$ cat config.mk
export PLATFORM = sky130hd
export DESIGN_NAME = multicycle_ctrl_flat
export DESIGN_NICKNAME = d
export VERILOG_FILES = /design/src/rtl/riscmc_pkg.sv /design/src/rtl/multicycle_ctrl_if.sv /design/src/rtl/multi_reg_seq.sv /design/src/rtl/multicycle_ctrl.sv /design/src/flat_wrapper.sv
export SDC_FILE = /design/constraint.sdc
export NUM_CORES = 1
export LEC_CHECK = 0
export CAP_MARGIN = 20
export CORE_MARGIN = 2
export CORE_UTILIZATION = 43
export CTS_CLUSTER_DIAMETER = 100
export DETAILED_ROUTE_END_ITERATION = 6
export GPL_ROUTABILITY_DRIVEN = 0
export PLACE_DENSITY = 0.85
export SLEW_MARGIN = 20
export SYNTH_ARGS = -nofsm -noshare
export SYNTH_HDL_FRONTEND = slang
export SYNTH_SLANG_ARGS = --single-unit
$ cat constraint.sdc
create_clock -name clk -period 2.8 [get_ports clk]
set_input_delay 0.42 -clock clk [delete_from_list [all_inputs] [get_ports clk]]
set_output_delay 0.42 -clock clk [all_outputs]
set_load 0.01 [all_outputs]
$ cat src/rtl/riscmc_pkg.sv
// Shared encodings for the multicycle controller: state codes, opcodes, datapath mux selects.
// The controller output bundle is a packed struct so it can be zeroed as one value under reset.
package riscmc_pkg;

  typedef enum logic [3:0] {
    S_FETCH  = 4'd0,
    S_DECODE = 4'd1,
    S_EXEC   = 4'd2,
    S_MEM    = 4'd3,
    S_WB     = 4'd4,
    S_BRANCH = 4'd5,
    S_MULTI  = 4'd6
  } state_t;

  localparam logic [3:0] OP_ADD  = 4'b0000;
  localparam logic [3:0] OP_ADI  = 4'b0001;
  localparam logic [3:0] OP_NAND = 4'b0010;
  localparam logic [3:0] OP_LHI  = 4'b0011;
  localparam logic [3:0] OP_LW   = 4'b0100;
  localparam logic [3:0] OP_SW   = 4'b0101;
  localparam logic [3:0] OP_LM   = 4'b0110;
  localparam logic [3:0] OP_SM   = 4'b0111;
  localparam logic [3:0] OP_JAL  = 4'b1000;
  localparam logic [3:0] OP_JLR  = 4'b1001;
  localparam logic [3:0] OP_BEQ  = 4'b1100;

  localparam logic [1:0] PC_INC    = 2'b00;
  localparam logic [1:0] PC_IMM    = 2'b01;
  localparam logic [1:0] PC_REG    = 2'b10;

  localparam logic [1:0] ALU_ADD   = 2'b00;
  localparam logic [1:0] ALU_NAND  = 2'b01;
  localparam logic [1:0] ALU_PASSB = 2'b10;

  localparam logic [1:0] A_REG     = 2'b00;

  localparam logic [1:0] B_REG     = 2'b00;
  localparam logic [1:0] B_IMM6    = 2'b01;
  localparam logic [1:0] B_IMM9    = 2'b10;

  localparam logic [1:0] WA_RC     = 2'b00;
  localparam logic [1:0] WA_RB     = 2'b01;
  localparam logic [1:0] WA_RA     = 2'b10;
  localparam logic [1:0] WA_IDX    = 2'b11;

  localparam logic [1:0] DIN_ALU   = 2'b00;
  localparam logic [1:0] DIN_MEM   = 2'b01;
  localparam logic [1:0] DIN_PC    = 2'b10;

  typedef struct packed {
    logic       ir_wen;
    logic       pc_wen;
    logic       mem_rd;
    logic       mem_wr;
    logic       rf_wen;
    logic       cz_en;
    logic       illegal;
    logic [1:0] pc_sel;
    logic [1:0] alu_a_sel;
    logic [1:0] alu_b_sel;
    logic [1:0] alu_op;
    logic [1:0] rf_wadd_sel;
    logic [1:0] rf_din_sel;
  } ctrl_out_t;

  typedef struct packed {
    logic [1:0] alu_op;
    logic [1:0] alu_b_sel;
    logic [1:0] rf_wadd_sel;
  } exec_sel_t;

  // ALU selects stay valid from EXEC through MEM/WB so a combinational ALU result is stable.
  function automatic exec_sel_t exec_decode(input logic [3:0] op);
    exec_sel_t s;
    s = '{alu_op: ALU_ADD, alu_b_sel: B_REG, rf_wadd_sel: WA_RC};
    case (op)
      OP_NAND: s.alu_op = ALU_NAND;
      OP_ADI:  begin s.alu_b_sel = B_IMM6; s.rf_wadd_sel = WA_RB; end
      OP_LHI:  begin s.alu_op = ALU_PASSB; s.alu_b_sel = B_IMM9; s.rf_wadd_sel = WA_RA; end
      OP_LW:   begin s.alu_b_sel = B_IMM6; s.rf_wadd_sel = WA_RA; end
      OP_SW:   s.alu_b_sel = B_IMM6;
      default: s = s;
    endcase
    return s;
  endfunction

  // ir[1:0]: 10 = execute only if carry set, 01 = only if zero set, otherwise unconditional.
  function automatic logic cond_ok(input logic [1:0] cz, input logic carry, input logic zero);
    logic ok;
    ok = 1'b1;
    if (cz == 2'b10) ok = carry;
    if (cz == 2'b01) ok = zero;
    return ok;
  endfunction

endpackage

$ cat src/rtl/multicycle_ctrl_if.sv
// Controller <-> datapath bundle: instruction/flags/handshake in, strobes and mux selects out.
// master is the controller side, slave is the datapath/memory side.
interface multicycle_ctrl_if #(
  parameter int IDX_W = 3
);
  logic [15:0]      ir;
  logic             carry_flag;
  logic             zero_flag;
  logic             eq;
  logic             mem_ready;

  logic             ir_wen;
  logic             pc_wen;
  logic             mem_rd;
  logic             mem_wr;
  logic             rf_wen;
  logic             cz_en;
  logic             illegal;
  logic [1:0]       pc_sel;
  logic [1:0]       alu_a_sel;
  logic [1:0]       alu_b_sel;
  logic [1:0]       alu_op;
  logic [1:0]       rf_wadd_sel;
  logic [1:0]       rf_din_sel;
  logic [IDX_W-1:0] reg_idx;
  logic [3:0]       state_id;

  modport master (
    input  ir, carry_flag, zero_flag, eq, mem_ready,
    output ir_wen, pc_wen, mem_rd, mem_wr, rf_wen, cz_en, illegal,
           pc_sel, alu_a_sel, alu_b_sel, alu_op, rf_wadd_sel, rf_din_sel,
           reg_idx, state_id
  );

  modport slave (
    output ir, carry_flag, zero_flag, eq, mem_ready,
    input  ir_wen, pc_wen, mem_rd, mem_wr, rf_wen, cz_en, illegal,
           pc_sel, alu_a_sel, alu_b_sel, alu_op, rf_wadd_sel, rf_din_sel,
           reg_idx, state_id
  );
endinterface

$ cat src/rtl/multi_reg_seq.sv
// LM/SM mask scanner: a clear mask bit retires in one cycle, a set bit holds until mem_ready.
// last_o marks the retiring final slot; the pointer returns to 0 whenever the scan is idle.
module multi_reg_seq #(
  parameter int NUM_REGS = 8,
  parameter int IDX_W    = $clog2(NUM_REGS)
) (
  input  logic                clk,
  input  logic                rst_n,
  input  logic                active_i,
  input  logic [NUM_REGS-1:0] mask_i,
  input  logic                mem_ready_i,
  output logic [IDX_W-1:0]    reg_idx_o,
  output logic                bit_set_o,
  output logic                last_o
);

  logic [IDX_W-1:0] idx_q, idx_d;
  logic             slot_done;

  assign bit_set_o = mask_i[idx_q];
  assign slot_done = active_i & (~bit_set_o | mem_ready_i);
  assign last_o    = slot_done & (idx_q == IDX_W'(NUM_REGS - 1));
  assign reg_idx_o = idx_q;

  always_comb begin
    idx_d = idx_q;
    if (!active_i || last_o) begin
      idx_d = '0;
    end else if (slot_done) begin
      idx_d = idx_q + IDX_W'(1);
    end
  end

  always_ff @(posedge clk or negedge rst_n) begin
    if (!rst_n) begin
      idx_q <= '0;
    end else begin
      idx_q <= idx_d;
    end
  end

endmodule

$ cat src/rtl/multicycle_ctrl.sv
// Multicycle control FSM: fetch/decode/exec/mem/wb plus branch and LM/SM sequencing.
// Memory accesses hold their strobe until mem_ready; all outputs are forced low while rst_n is low.
module multicycle_ctrl
  import riscmc_pkg::*;
#(
  parameter int NUM_REGS = 8,
  parameter int IDX_W    = $clog2(NUM_REGS)
) (
  input  logic              clk,
  input  logic              rst_n,
  multicycle_ctrl_if.master bus
);

  state_t           state_q, state_d;
  ctrl_out_t        raw;
  ctrl_out_t        gated;
  exec_sel_t        xs;
  logic [3:0]       opcode;
  logic             is_lm;
  logic             multi_active;
  logic             bit_set;
  logic             multi_last;
  logic [IDX_W-1:0] reg_idx;

  assign opcode       = bus.ir[15:12];
  assign is_lm        = (opcode == OP_LM);
  assign xs           = exec_decode(opcode);
  assign multi_active = (state_q == S_MULTI);

  multi_reg_seq #(
    .NUM_REGS (NUM_REGS),
    .IDX_W    (IDX_W)
  ) u_seq (
    .clk         (clk),
    .rst_n       (rst_n),
    .active_i    (multi_active),
    .mask_i      (bus.ir[NUM_REGS-1:0]),
    .mem_ready_i (bus.mem_ready),
    .reg_idx_o   (reg_idx),
    .bit_set_o   (bit_set),
    .last_o      (multi_last)
  );

  always_ff @(posedge clk or negedge rst_n) begin
    if (!rst_n) begin
      state_q <= S_FETCH;
    end else begin
      state_q <= state_d;
    end
  end

  always_comb begin
    state_d = state_q;
    raw     = '0;
    case (state_q)
      S_FETCH: begin
        raw.mem_rd = 1'b1;
        if (bus.mem_ready) begin
          raw.ir_wen = 1'b1;
          raw.pc_wen = 1'b1;
          raw.pc_sel = PC_INC;
          state_d    = S_DECODE;
        end
      end
      S_DECODE: begin
        case (opcode)
          OP_ADD, OP_NAND, OP_ADI, OP_LHI, OP_LW, OP_SW: state_d = S_EXEC;
          OP_BEQ, OP_JAL, OP_JLR:                        state_d = S_BRANCH;
          OP_LM, OP_SM:                                  state_d = S_MULTI;
          default: begin
            raw.illegal = 1'b1;
            state_d     = S_FETCH;
          end
        endcase
      end
      S_EXEC: begin
        raw.alu_a_sel   = A_REG;
        raw.alu_op      = xs.alu_op;
        raw.alu_b_sel   = xs.alu_b_sel;
        raw.rf_wadd_sel = xs.rf_wadd_sel;
        case (opcode)
          OP_ADD, OP_NAND: begin
            // A failed carry/zero condition squashes the whole instruction, flags included.
            if (cond_ok(bus.ir[1:0], bus.carry_flag, bus.zero_flag)) begin
              raw.cz_en = 1'b1;
              state_d   = S_WB;
            end else begin
              state_d   = S_FETCH;
            end
          end
          OP_ADI: begin
            raw.cz_en = 1'b1;
            state_d   = S_WB;
          end
          OP_LW, OP_SW: state_d = S_MEM;
          default:      state_d = S_WB;
        endcase
      end
      S_MEM: begin
        raw.alu_op    = xs.alu_op;
        raw.alu_b_sel = xs.alu_b_sel;
        if (opcode == OP_LW) begin
          raw.mem_rd = 1'b1;
        end else begin
          raw.mem_wr = 1'b1;
        end
        if (bus.mem_ready) begin
          state_d = (opcode == OP_LW) ? S_WB : S_FETCH;
        end
      end
      S_WB: begin
        raw.alu_op      = xs.alu_op;
        raw.alu_b_sel   = xs.alu_b_sel;
        raw.rf_wadd_sel = xs.rf_wadd_sel;
        raw.rf_din_sel  = (opcode == OP_LW) ? DIN_MEM : DIN_ALU;
        raw.rf_wen      = 1'b1;
        state_d         = S_FETCH;
      end
      S_BRANCH: begin
        case (opcode)
          OP_BEQ: begin
            if (bus.eq) begin
              raw.pc_wen = 1'b1;
              raw.pc_sel = PC_IMM;
            end
          end
          OP_JAL, OP_JLR: begin
            // Link and jump in the same cycle: RA <= PC, PC <= target.
            raw.rf_wen      = 1'b1;
            raw.rf_wadd_sel = WA_RA;
            raw.rf_din_sel  = DIN_PC;
            raw.pc_wen      = 1'b1;
            raw.pc_sel      = (opcode == OP_JAL) ? PC_IMM : PC_REG;
          end
          default: raw.pc_wen = 1'b0;
        endcase
        state_d = S_FETCH;
      end
      S_MULTI: begin
        if (bit_set) begin
          if (is_lm) begin
            raw.mem_rd     = 1'b1;
            raw.rf_din_sel = DIN_MEM;
            if (bus.mem_ready) begin
              raw.rf_wen      = 1'b1;
              raw.rf_wadd_sel = WA_IDX;
            end
          end else begin
            raw.mem_wr = 1'b1;
          end
        end
        if (multi_last) begin
          state_d = S_FETCH;
        end
      end
      default: state_d = S_FETCH;
    endcase
  end

  // Reset must silence a pending handshake immediately, not at the next edge.
  assign gated = rst_n ? raw : '0;

  assign bus.ir_wen      = gated.ir_wen;
  assign bus.pc_wen      = gated.pc_wen;
  assign bus.mem_rd      = gated.mem_rd;
  assign bus.mem_wr      = gated.mem_wr;
  assign bus.rf_wen      = gated.rf_wen;
  assign bus.cz_en       = gated.cz_en;
  assign bus.illegal     = gated.illegal;
  assign bus.pc_sel      = gated.pc_sel;
  assign bus.alu_a_sel   = gated.alu_a_sel;
  assign bus.alu_b_sel   = gated.alu_b_sel;
  assign bus.alu_op      = gated.alu_op;
  assign bus.rf_wadd_sel = gated.rf_wadd_sel;
  assign bus.rf_din_sel  = gated.rf_din_sel;
  assign bus.reg_idx     = rst_n ? reg_idx : '0;
  assign bus.state_id    = state_q;

endmodule

$ cat src/flat_wrapper.sv
// flat-port wrapper written by rule: the top's interface ports become plain ports
module multicycle_ctrl_flat import riscmc_pkg::*;
#(
  parameter int NUM_REGS = 8,
  parameter int IDX_W    = $clog2(NUM_REGS)
)
  (clk, rst_n, bus_ir, bus_carry_flag, bus_zero_flag, bus_eq, bus_mem_ready, bus_ir_wen, bus_pc_wen, bus_mem_rd, bus_mem_wr, bus_rf_wen, bus_cz_en, bus_illegal, bus_pc_sel, bus_alu_a_sel, bus_alu_b_sel, bus_alu_op, bus_rf_wadd_sel, bus_rf_din_sel, bus_reg_idx, bus_state_id);
  multicycle_ctrl_if #(.IDX_W(IDX_W)) bus_i ();
  input  logic clk;
  input  logic rst_n;
  input wire logic [$bits(bus_i.ir)-1:0] bus_ir;
  input wire logic [$bits(bus_i.carry_flag)-1:0] bus_carry_flag;
  input wire logic [$bits(bus_i.zero_flag)-1:0] bus_zero_flag;
  input wire logic [$bits(bus_i.eq)-1:0] bus_eq;
  input wire logic [$bits(bus_i.mem_ready)-1:0] bus_mem_ready;
  output wire logic [$bits(bus_i.ir_wen)-1:0] bus_ir_wen;
  output wire logic [$bits(bus_i.pc_wen)-1:0] bus_pc_wen;
  output wire logic [$bits(bus_i.mem_rd)-1:0] bus_mem_rd;
  output wire logic [$bits(bus_i.mem_wr)-1:0] bus_mem_wr;
  output wire logic [$bits(bus_i.rf_wen)-1:0] bus_rf_wen;
  output wire logic [$bits(bus_i.cz_en)-1:0] bus_cz_en;
  output wire logic [$bits(bus_i.illegal)-1:0] bus_illegal;
  output wire logic [$bits(bus_i.pc_sel)-1:0] bus_pc_sel;
  output wire logic [$bits(bus_i.alu_a_sel)-1:0] bus_alu_a_sel;
  output wire logic [$bits(bus_i.alu_b_sel)-1:0] bus_alu_b_sel;
  output wire logic [$bits(bus_i.alu_op)-1:0] bus_alu_op;
  output wire logic [$bits(bus_i.rf_wadd_sel)-1:0] bus_rf_wadd_sel;
  output wire logic [$bits(bus_i.rf_din_sel)-1:0] bus_rf_din_sel;
  output wire logic [$bits(bus_i.reg_idx)-1:0] bus_reg_idx;
  output wire logic [$bits(bus_i.state_id)-1:0] bus_state_id;
  assign bus_i.ir = bus_ir;
  assign bus_i.carry_flag = bus_carry_flag;
  assign bus_i.zero_flag = bus_zero_flag;
  assign bus_i.eq = bus_eq;
  assign bus_i.mem_ready = bus_mem_ready;
  assign bus_ir_wen = bus_i.ir_wen;
  assign bus_pc_wen = bus_i.pc_wen;
  assign bus_mem_rd = bus_i.mem_rd;
  assign bus_mem_wr = bus_i.mem_wr;
  assign bus_rf_wen = bus_i.rf_wen;
  assign bus_cz_en = bus_i.cz_en;
  assign bus_illegal = bus_i.illegal;
  assign bus_pc_sel = bus_i.pc_sel;
  assign bus_alu_a_sel = bus_i.alu_a_sel;
  assign bus_alu_b_sel = bus_i.alu_b_sel;
  assign bus_alu_op = bus_i.alu_op;
  assign bus_rf_wadd_sel = bus_i.rf_wadd_sel;
  assign bus_rf_din_sel = bus_i.rf_din_sel;
  assign bus_reg_idx = bus_i.reg_idx;
  assign bus_state_id = bus_i.state_id;
  multicycle_ctrl #(.NUM_REGS(NUM_REGS), .IDX_W(IDX_W)) u_core (.clk(clk), .rst_n(rst_n), .bus(bus_i));
endmodule
==> results <==
-- cells in the mapped netlist (2+ instances only) --
cell type / instances
a21oi_1: 7
a31oi_1: 3
and2_1: 2
buf_4: 3
buf_6: 2
clkbuf_1: 6
dfrtp_1: 6
ha_1: 2
inv_1: 9
mux2_4: 3
mux2i_1: 4
nand2_1: 7
nand2b_1: 3
nand3_1: 3
nor2_1: 21
nor2b_1: 2
nor3_1: 8
nor4_1: 2
o211ai_1: 3
o21a_1: 2
o21ai_0: 7
o22ai_1: 2
-- worst paths after layout --
path | startpoint | to | slack (ns)
worst max register to register | u_core.u_seq.reg_idx_o[2] | u_core.u_seq.reg_idx_o[0] | 0.72
worst max-delay path | bus_ir[15] | bus_rf_wen | 0.14
min in group clk | u_core.u_seq.reg_idx_o[2] | u_core.u_seq.reg_idx_o[2] | 0.66
worst min-delay path | rst_n | u_core.u_seq.reg_idx_o[1] | 0.53
worst min register to register | u_core.u_seq.reg_idx_o[2] | u_core.u_seq.reg_idx_o[2] | 0.66
max in group asynchronous | rst_n | u_core.u_seq.reg_idx_o[2] | 2.12
-- stage by stage --
step | hold WS, ns | total power [W] | worst slack, ns | cells | cell area [um^2]
CTS | 0.536 | 0.000799 | 0.00261 | 218 | 1510
global route | 0.539 | 0.000881 | 0.00221 | 218 | 1530
finish | 0.528 | 0.000817 | 0.141 | 218 | 1530
global placement | 0.646 | 0.000710 | -0.146 | 215 | 1500
floorplan | 0.124 | 0.000456 | 0.706 | 138 | 975
detailed placement | 0.687 | 0.000721 | -0.236 | 215 | 1500
-- critical path, cell delays in order --
cell	delay, ns
clkdlybuf4s50_1	0.47
nand2b_1	0.19
nor2_1	0.14
nand2_1	0.09
or3_4	0.39
a221oi_2	0.28
clkdlybuf4s15_1	0.27
-- logic make-up (layout without fill, tap and decap cells) --
kind of cell / count (synthesis) / count (layout)
AND/OR/NAND/NOR: 61 / 61
flip-flops: 6 / 6
buffers and inverters: 22 / 74
multiplexers: 8 / 8
adder cells (fa/ha/maj): 2 / 2
other: 1 / 3
AO/OA/AOI/OAI: 36 / 36
-- layer usage --
metal  GRT usage  vias to the layer above
met2       0.440                       67
met4       0.132                        0
met1       0.309                      570
met3      0.0380                       14
met5           0                        -
li1            -                      599
-- state kept, by name (all words and copies together), names as in the netlist --
name	count
u_core.bus.state_id	3
u_core.u_seq.reg_idx_o	3
-- cell usage in the layout, fill, tap and decap left out, types with 3 or more instances in the layout --
master,synthesis,routed
o21ai_0,7,7
mux2i_1,4,4
nand2_1,7,7
a21oi_1,7,7
inv_1,9,9
nor2_1,21,20
buf_4,3,21
clkbuf_4,0,3
dlygate4sd2_1,0,7
mux2_4,3,3
dfrtp_1,6,5
nor3_1,8,8
nand3_1,3,3
a31oi_1,3,3
conb_1,1,3
clkdlybuf4s50_1,0,28
o211ai_1,3,3
nand2b_1,3,3
-- timing repair --
item                                    in CTS  in global routing
endpoints found under the setup margin      12                  6
gates resized for setup                     12                 13
pin swaps                                    0                  0
setup buffers                                0                  0
-- power by group --
part | internal (W) | leakage [nW] | total (W) | switching (W)
Clock | 0.0000487 | 0.0138 | 0.0000838 | 0.0000350
Sequential | 0.000109 | 0.0795 | 0.000138 | 0.0000286
Combinational | 0.000285 | 0.597 | 0.000595 | 0.000310
-- layout make-up --
type / instances / area share
well taps: 28 / 0.0229
inverters: 9 / 0.0221
multi-input cells: 110 / 0.477
clock buffers: 3 / 0.0147
repair buffers: 62 / 0.364
flip-flops and latches: 6 / 0.0991
==> out/qor.txt <==
Post-synth top area share - 0.155
Fill cells - 188
CTS Root Buffer Type - clkbuf_4
Met1 Routed Length - 1.33 mm
Hold buffer count at CTS - 0
Initial Utilization - 0.446
DR pass1 iterations - 4
Total GRT Usage - 0.257
Post-synth ARST share - 1.00
Vias in the first global route - 1208
RSZ-0062 raised after global routing - no
Setup CP Type - input port to primary output
Iter 0 DRT Violations - 22
DIE AREA - 2640 um^2
Syn Area/Cell - 7.11 um^2
Crit path time final - 2.66 ns
Fin crit share - 0.950
#FFs+latches synth - 6
I/O Buffers - 40
Initial antenna violation count - 0
Post-synthesis compound-gate area fraction - 0.260
Lkg Pwr - 0.690 nW
Biggest area consumer among synthesized cells - dfrtp_1
CTS tree - done
Sink Count - 6
Area of the multi-input gates - 729 um^2
Die span in y - 51.4 um
Core Util, Final - 0.704
Seq/Total Area, Yosys - 0.155
Overflow after GRT - 0
ANT cells - 0
Post-synthesis mux area share - 0.0996
Worst-path maximum fanout - 4
Synth Area in Adders - 0.0259
First-pass GRT wire length - 5.20 mm
Main synth FF type - dfrtp_1
Largest family of logic cells by synthesized area - simple AND/OR/NAND/NOR gates
Clk_lat worst skew - 0.25 ns
F_max - 376 MHz
Max-cap viol count - 0
CORE AREA - 2170 um^2
Dpl hpwl - 2.39 mm
Status - finished, final reports clean
WL per Instance - 14.5 um
Layout cells sized above 1 - 0.226
# rows - 17
Data arrival, critical path - 2.24 ns
# IOs - 48
ANT nets after route - 0
EDFF count, synth - 0
Worst Hold Class - input port to asynchronous set/reset pin
Crit path launch type - input port
PD cells - 535 nW/um^2
Via density - 5.73
Xor and xnor area share after synthesis - 0
Setup TNS - 0 ns
P&R area growth vs syn - 58.0%
Pin count of the biggest net entering global routing - 16
Final Max Tran Viols - 0
Cell area after synthesis - 967 um^2
VDD IR max - 0.382 mV
Clock buffer count from CTS - 3
Top area cells in the synthesized netlist - dfrtp_1 (16%), nor2_1 (8.2%), mux2_4 (4.7%), mux2i_1 (4.1%), nor3_1 (4.1%)
Worst Skew - 0.00847 ns
WL met2 - 1.52 mm
Detailed-route wire length - 3.17 mm
Via Count - 1250
H-tree depth - 1
Final nets - 216
Met3 WL - 216 um
Chip width - 51.4 um
DRC - 0
Final setup viols - 0
R2R depth - 6
Seq. cell area - 151 um^2
CP Data Required Time - 2.38 ns
Hold Fails Final Rpt - 0
Post-synth cell types - 51
Clock slew at reported path FFs - 0.05 ns
Crit. End Element - primary output
Yosys warnings - 0
Synth Area in Simple Gates - 0.342
Post-synthesis cell count - 136
CTS Buffer Depth - 2
Top sig layer - met4
No activity file was read; power rests on OpenSTA's default activity.
==> RTL change 1: new RTL, config.mk and constraints unchanged <==
Reset style: synchronous (`rst_n`), changed in 2 clocked blocks.
--- a/src/rtl/multi_reg_seq.sv
+++ b/src/rtl/multi_reg_seq.sv
@@ -32,5 +32,5 @@
   end
 
-  always_ff @(posedge clk or negedge rst_n) begin
+  always_ff @(posedge clk) begin
     if (!rst_n) begin
       idx_q <= '0;
--- a/src/rtl/multicycle_ctrl.sv
+++ b/src/rtl/multicycle_ctrl.sv
@@ -42,5 +42,5 @@
   );
 
-  always_ff @(posedge clk or negedge rst_n) begin
+  always_ff @(posedge clk) begin
     if (!rst_n) begin
       state_q <= S_FETCH;
Check against the original RTL: differs if rst_n is asserted again (counterexample within 4 cycles, from zero or initial values and one cycle with rst_n low); with rst_n held inactive, the same outputs for 10 cycles.
==> RTL change 1 against the unedited design <==
Utilization increased by 0.62 points. Highest routed layer is now met3. Sequential cell count unchanged. Worst setup slack got worse by 0.082 ns. Via count increased by 4.2%. Global-route usage decreased by 2.3 points. Register-to-register slack improved by 0.27 ns. Area after synthesis increased by 6.5%. Cell area increased by 3.8%. Routed wire length increased by 0.16%. Critical path type unchanged. Fmax decreased by 3.0%. Clock skew decreased by 0.0082 ns.
Power is not compared: it rests on default switching activity, and its combinational part moved more than twofold at a synthesized area within 25%.
==> RTL change 1: results (changes against the unedited design) <==
drt:
  detail_route.vias_per_cell: 5.79  # was 5.73
  initialDrtViolationCount: 46  # was 22
  wl_met3_um: 198  # was 216 um
  highest_signal_layer_in_the_routed_design: "met3"  # was met4
  drt-met1-wl_mm: 1.37  # was 1.33 mm
  drt_pass1_iterations: 4  # unchanged
  met2_wirelength_mm: 1.60  # was 1.52 mm
  wirelength_mm: 3.17  # about the same
global_route:
  grt_max_degree: 15  # was 16
  track_usage_pct: 23.4  # was 25.7%
  gr-usage-met2_pct: 40.6  # was 44.0%
  met3_usage_pct: 1.98  # was 3.80%
  grt_pass1_wl_mm: 5.09  # was 5.20 mm
  grt_pass1_vias: 1179  # was 1,208
synthesis:
  async_flop_share_pct: 0  # was 100%
  synth_compound_gate_area_share_pct: 32.2  # was 26.0%
  synth.area.top_cells: "dfxtp_1 12%, nor2_1 5.5%, a21oi_1 5.3%"  # was dfrtp_1 16%, nor2_1 8.2%, mux2_4 4.7%
  synth.area.mux_share_pct: 4.13  # was 9.96%
  synth.cells.most_frequent: "15 x nor2_1, 11 x a21oi_1, 11 x nand2_1"  # was 21 x nor2_1, 9 x inv_1, 8 x nor3_1
  syn_area_per_cell_um2: 6.96  # was 7.11 um^2
  number_of_unique_standard_cell_types_used_by_synthesis: 54  # was 51
  post_synth_fa_ha_maj_area_fraction_pct: 2.43  # was 2.59%
  synth_sequential_area_ratio_pct: 11.7  # was 15.5%
worst_setup_path:
  crit_family: "buffers and inverters"  # was simple AND/OR/NAND/NOR gates
  timing.reg2reg.setup_slack_ns: 0.99  # was 0.72 ns
  timing.reg2reg.worst_path_depth: 5  # was 6
  crit_end: "bus_mem_wr"  # was bus_rf_wen
  worst_r2r_endpoint: "u_core.bus.state_id[2]$_SDFFE_PN0P_"  # was u_core.u_seq.reg_idx_o[0]$_DFFE_PN0P_
  critPathMaxFanout: 7  # was 4
  source_of_the_critical_timing_path: "bus_ir[5]"  # was bus_ir[15]
  critical_path.reg2reg.startpoint: "u_core.bus.state_id[1]$_SDFFE_PN0P_"  # was u_core.u_seq.reg_idx_o[2]$_DFFE_PN0P_
  data_arrival_critical_path_ns: 2.32  # was 2.24 ns
  timing.critical_path.slowest_cell_delay_ns: 0.53  # was 0.47 ns
placed_design:
  final_hpwl_from_detailed_placement_mm: 2.48  # was 2.39 mm
  place_area_um2: 1530  # was 1500 um^2
  placed_cells_incl_taps: 222  # was 215
sta:
  fin_hold_ws_ns: 0.569  # was 0.528 ns
  timing.clock.skew_ns: 0.000293  # was 0.00847 ns
min_path:
  hold-path-endpoint: "u_core.u_seq.reg_idx_o[1]$_SDFFE_PP0P_"
  worst_hold_startpoint: "u_core.u_seq.reg_idx_o[1]$_SDFFE_PP0P_"
  min_path_type: "reg2reg"  # was in2async
layout:
  layout-drive-gt1-share_pct: 19.8  # was 22.6%
  final_cells: 225  # was 218
clock_tree:
  clock_slew_seen_by_the_registers_of_the_worst_setup_and_hold_paths_ns: 0.04
status:
  run_status: "complete, no violations"  # unchanged
==> RTL change 1: worst reg2reg max path, cell delays in order (launching register included) <==
cell,delay (ns)
dfxtp_2,0.46
buf_4,0.20
or3b_2,0.44
a2111oi_0,0.37
o21a_1,0.16
o41a_1,0.13
==> RTL change 1: timing repair <==
| action | 4_1_cts | 5_1_grt |
|---|---|---|
| pin swaps | 0 | 0 |
| gates resized for setup | 4 | 8 |
| cloned | 0 | 0 |
| setup endpoints to repair | 3 | 4 |
| setup buffers | 0 | 0 |
==> RTL change 1: power by group <==
part	internal (uW)	total (uW)	leakage [uW]	switching, uW
clock network	48.2	74.7	0.0000138	26.6
registers	96.1	123	0.0000498	26.5
logic	143	272	0.000583	129
total	287	470	0.000646	182
==> RTL change 1: kinds of logic (layout without fill, tap and decap cells) <==
family | after synthesis | count (layout)
and+or+nand+nor | 72 | 72
AOI/OAI and AO/OA | 43 | 43
buffers and inverters | 20 | 67
DFF | 6 | 6
muxes | 4 | 4
adders and majority gates | 2 | 2
other | 1 | 3
==> RTL change 1: cell type report <==
cell class | instances | area (um^2)
Multi-Input combinational cell | 124 | 841
Fill cell | 176 | 647
Timing Repair Buffer | 59 | 547
Sequential cell | 6 | 123
Tap cell | 28 | 35.0
Clock buffer | 3 | 22.5
Inverter | 5 | 18.8
==> RTL change 1: stage by stage <==
| step | setup WS [ns] | TNS [ns] | utilization, % |
|---|---|---|---|
| floorplan | 0.792 | 0 | - |
| global placement | -0.102 | -0.204 | 68.6 |
| detailed placement | -0.0996 | -0.229 | 68.6 |
| CTS | 0.00758 | 0 | 69.6 |
| global route | -0.00182 | -0.00182 | 71.0 |
| finish | 0.0587 | 0 | 71.0 |
==> RTL change 2: new RTL, same settings <==
Made on the original files. `NUM_REGS` is set to 8 in 3 places; all go to 4.
--- a/src/rtl/multi_reg_seq.sv
+++ b/src/rtl/multi_reg_seq.sv
@@ -2,5 +2,5 @@
 // last_o marks the retiring final slot; the pointer returns to 0 whenever the scan is idle.
 module multi_reg_seq #(
-  parameter int NUM_REGS = 8,
+  parameter int NUM_REGS = 4,
   parameter int IDX_W    = $clog2(NUM_REGS)
 ) (
--- a/src/rtl/multicycle_ctrl.sv
+++ b/src/rtl/multicycle_ctrl.sv
@@ -4,5 +4,5 @@
   import riscmc_pkg::*;
 #(
-  parameter int NUM_REGS = 8,
+  parameter int NUM_REGS = 4,
   parameter int IDX_W    = $clog2(NUM_REGS)
 ) (
--- a/src/flat_wrapper.sv
+++ b/src/flat_wrapper.sv
@@ -2,5 +2,5 @@
 module multicycle_ctrl_flat import riscmc_pkg::*;
 #(
-  parameter int NUM_REGS = 8,
+  parameter int NUM_REGS = 4,
   parameter int IDX_W    = $clog2(NUM_REGS)
 )
Interface: changed (resized bus_reg_idx); port bits go from 48 to 47. No check against the original RTL was run, so the function may have changed too.
==> RTL change 2 against the unedited design <==
Worst setup slack got worse by 0.052 ns. Sequential cell count decreased by 1. Cell area is 7.7% lower. Power is 13% lower. Fmax shrank 1.9%. Routed wire length down 6.4%. Via count shrank 7.0%. Critical path depth down 1. Synthesized cell count fell by 5.1%. Global-route usage decreased by 1.2 points. Area after synthesis decreased by 4.1%.
==> RTL change 2: results (changes against the unedited design) <==
drt:
  drt-met1-wl_mm: 1.18  # was 1.33 mm
  wirelength_mm: 2.96  # was 3.17 mm
  initialDrtViolationCount: 33  # was 22
  wl_met3_um: 192  # was 216 um
  avgRoutedWirePerCell_um: 14.8  # was 14.5 um
global_route:
  groute.layer.met1.usage_pct: 28.3  # was 30.9%
  grt_max_degree: 19  # was 16
  grt_pass1_vias: 1146  # was 1,208
  gr-usage-met2_pct: 45.2  # was 44.0%
  track_usage_pct: 24.5  # was 25.7%
clock_tree:
  post_cts_resized: 3  # was 12
worst_setup_path:
  data_arrival_critical_path_ns: 2.29  # was 2.24 ns
  timing.critical_path.slowest_cell_delay_ns: 0.55  # was 0.47 ns
  critical_path.reg2reg.startpoint: "u_core.bus.state_id[0]$_DFFE_PN0P_"  # was u_core.u_seq.reg_idx_o[2]$_DFFE_PN0P_
  crit_family: "buffers and inverters"  # was simple AND/OR/NAND/NOR gates
  timing.reg2reg.worst_path_depth: 5  # was 6
  timing.reg2reg.setup_slack_ns: 1.09  # was 0.72 ns
  worst_r2r_endpoint: "u_core.bus.state_id[2]$_DFFE_PN0P_"  # was u_core.u_seq.reg_idx_o[0]$_DFFE_PN0P_
sta:
  timing.clock.skew_ns: 0.00241  # was 0.00847 ns
  final.period_utilization_pct: 96.8  # was 95.0%
  fin_hold_ws_ns: 0.611  # was 0.528 ns
synthesis:
  syn_area_per_cell_um2: 7.19  # was 7.11 um^2
  synth.area.top_cells: "dfrtp_1 13%, mux2i_1 4.3%, nor2_1 4.0%"  # was dfrtp_1 16%, nor2_1 8.2%, mux2_4 4.7%
  synth_compound_gate_area_share_pct: 23.9  # was 26.0%
  synth.cells.most_frequent: "10 x nor2_1, 7 x clkbuf_1"  # was 21 x nor2_1, 9 x inv_1, 8 x nor3_1
  number_of_unique_standard_cell_types_used_by_synthesis: 52  # was 51
status:
  run_status: "complete, no violations"  # unchanged
placed_design:
  placed_cells_incl_taps: 196  # was 215
  final_hpwl_from_detailed_placement_mm: 2.34  # was 2.39 mm
  numPortBuffers: 35  # was 40
  place_area_um2: 1370  # was 1500 um^2
min_path:
  min_path_type: "reg2reg"  # was in2async
layout:
  finalNetCount: 197  # was 216
  fillerInstances: 177  # was 188
  flow.area_growth_from_synthesis_pct: 52.1  # was 58.0%
  design_area_um2: 1410  # was 1530 um^2
  layout-drive-gt1-share_pct: 17.3  # was 22.6%
power_and_ir_drop:
  worst_ir_drop_vdd_uv: 599  # was 382 uV
==> RTL change 2: layout make-up <==
| cell class | instances | area [um^2] | area share [%] |
|---|---|---|---|
| Sequential cell | 5 | 125 | 8.87 |
| Inverter | 3 | 11.3 | 0.799 |
| Clock buffer | 4 | 26.3 | 1.86 |
| Tap cell | 27 | 33.8 | 2.40 |
| Multi-Input combinational cell | 108 | 728 | 51.6 |
| Timing Repair Buffer | 53 | 485 | 34.4 |
==> RTL change 2: cells by family after synthesis <==
logic type               Yosys count
AND/OR/NAND/NOR                   66
AO/OA/AOI/OAI                     32
buffers and inverters             18
multiplexers                       5
flip-flops                         5
adder cells (fa/ha/maj)            1
other                              1
XOR/XNOR                           1
==> RTL change 2: power by group <==
part | total, uW | leakage (uW) | switching [uW] | internal [uW]
clock network | 80.8 | 0.0000150 | 27.1 | 53.7
registers | 133 | 0.0000659 | 40.0 | 93.1
logic | 500 | 0.000520 | 253 | 247
total | 714 | 0.000601 | 320 | 394
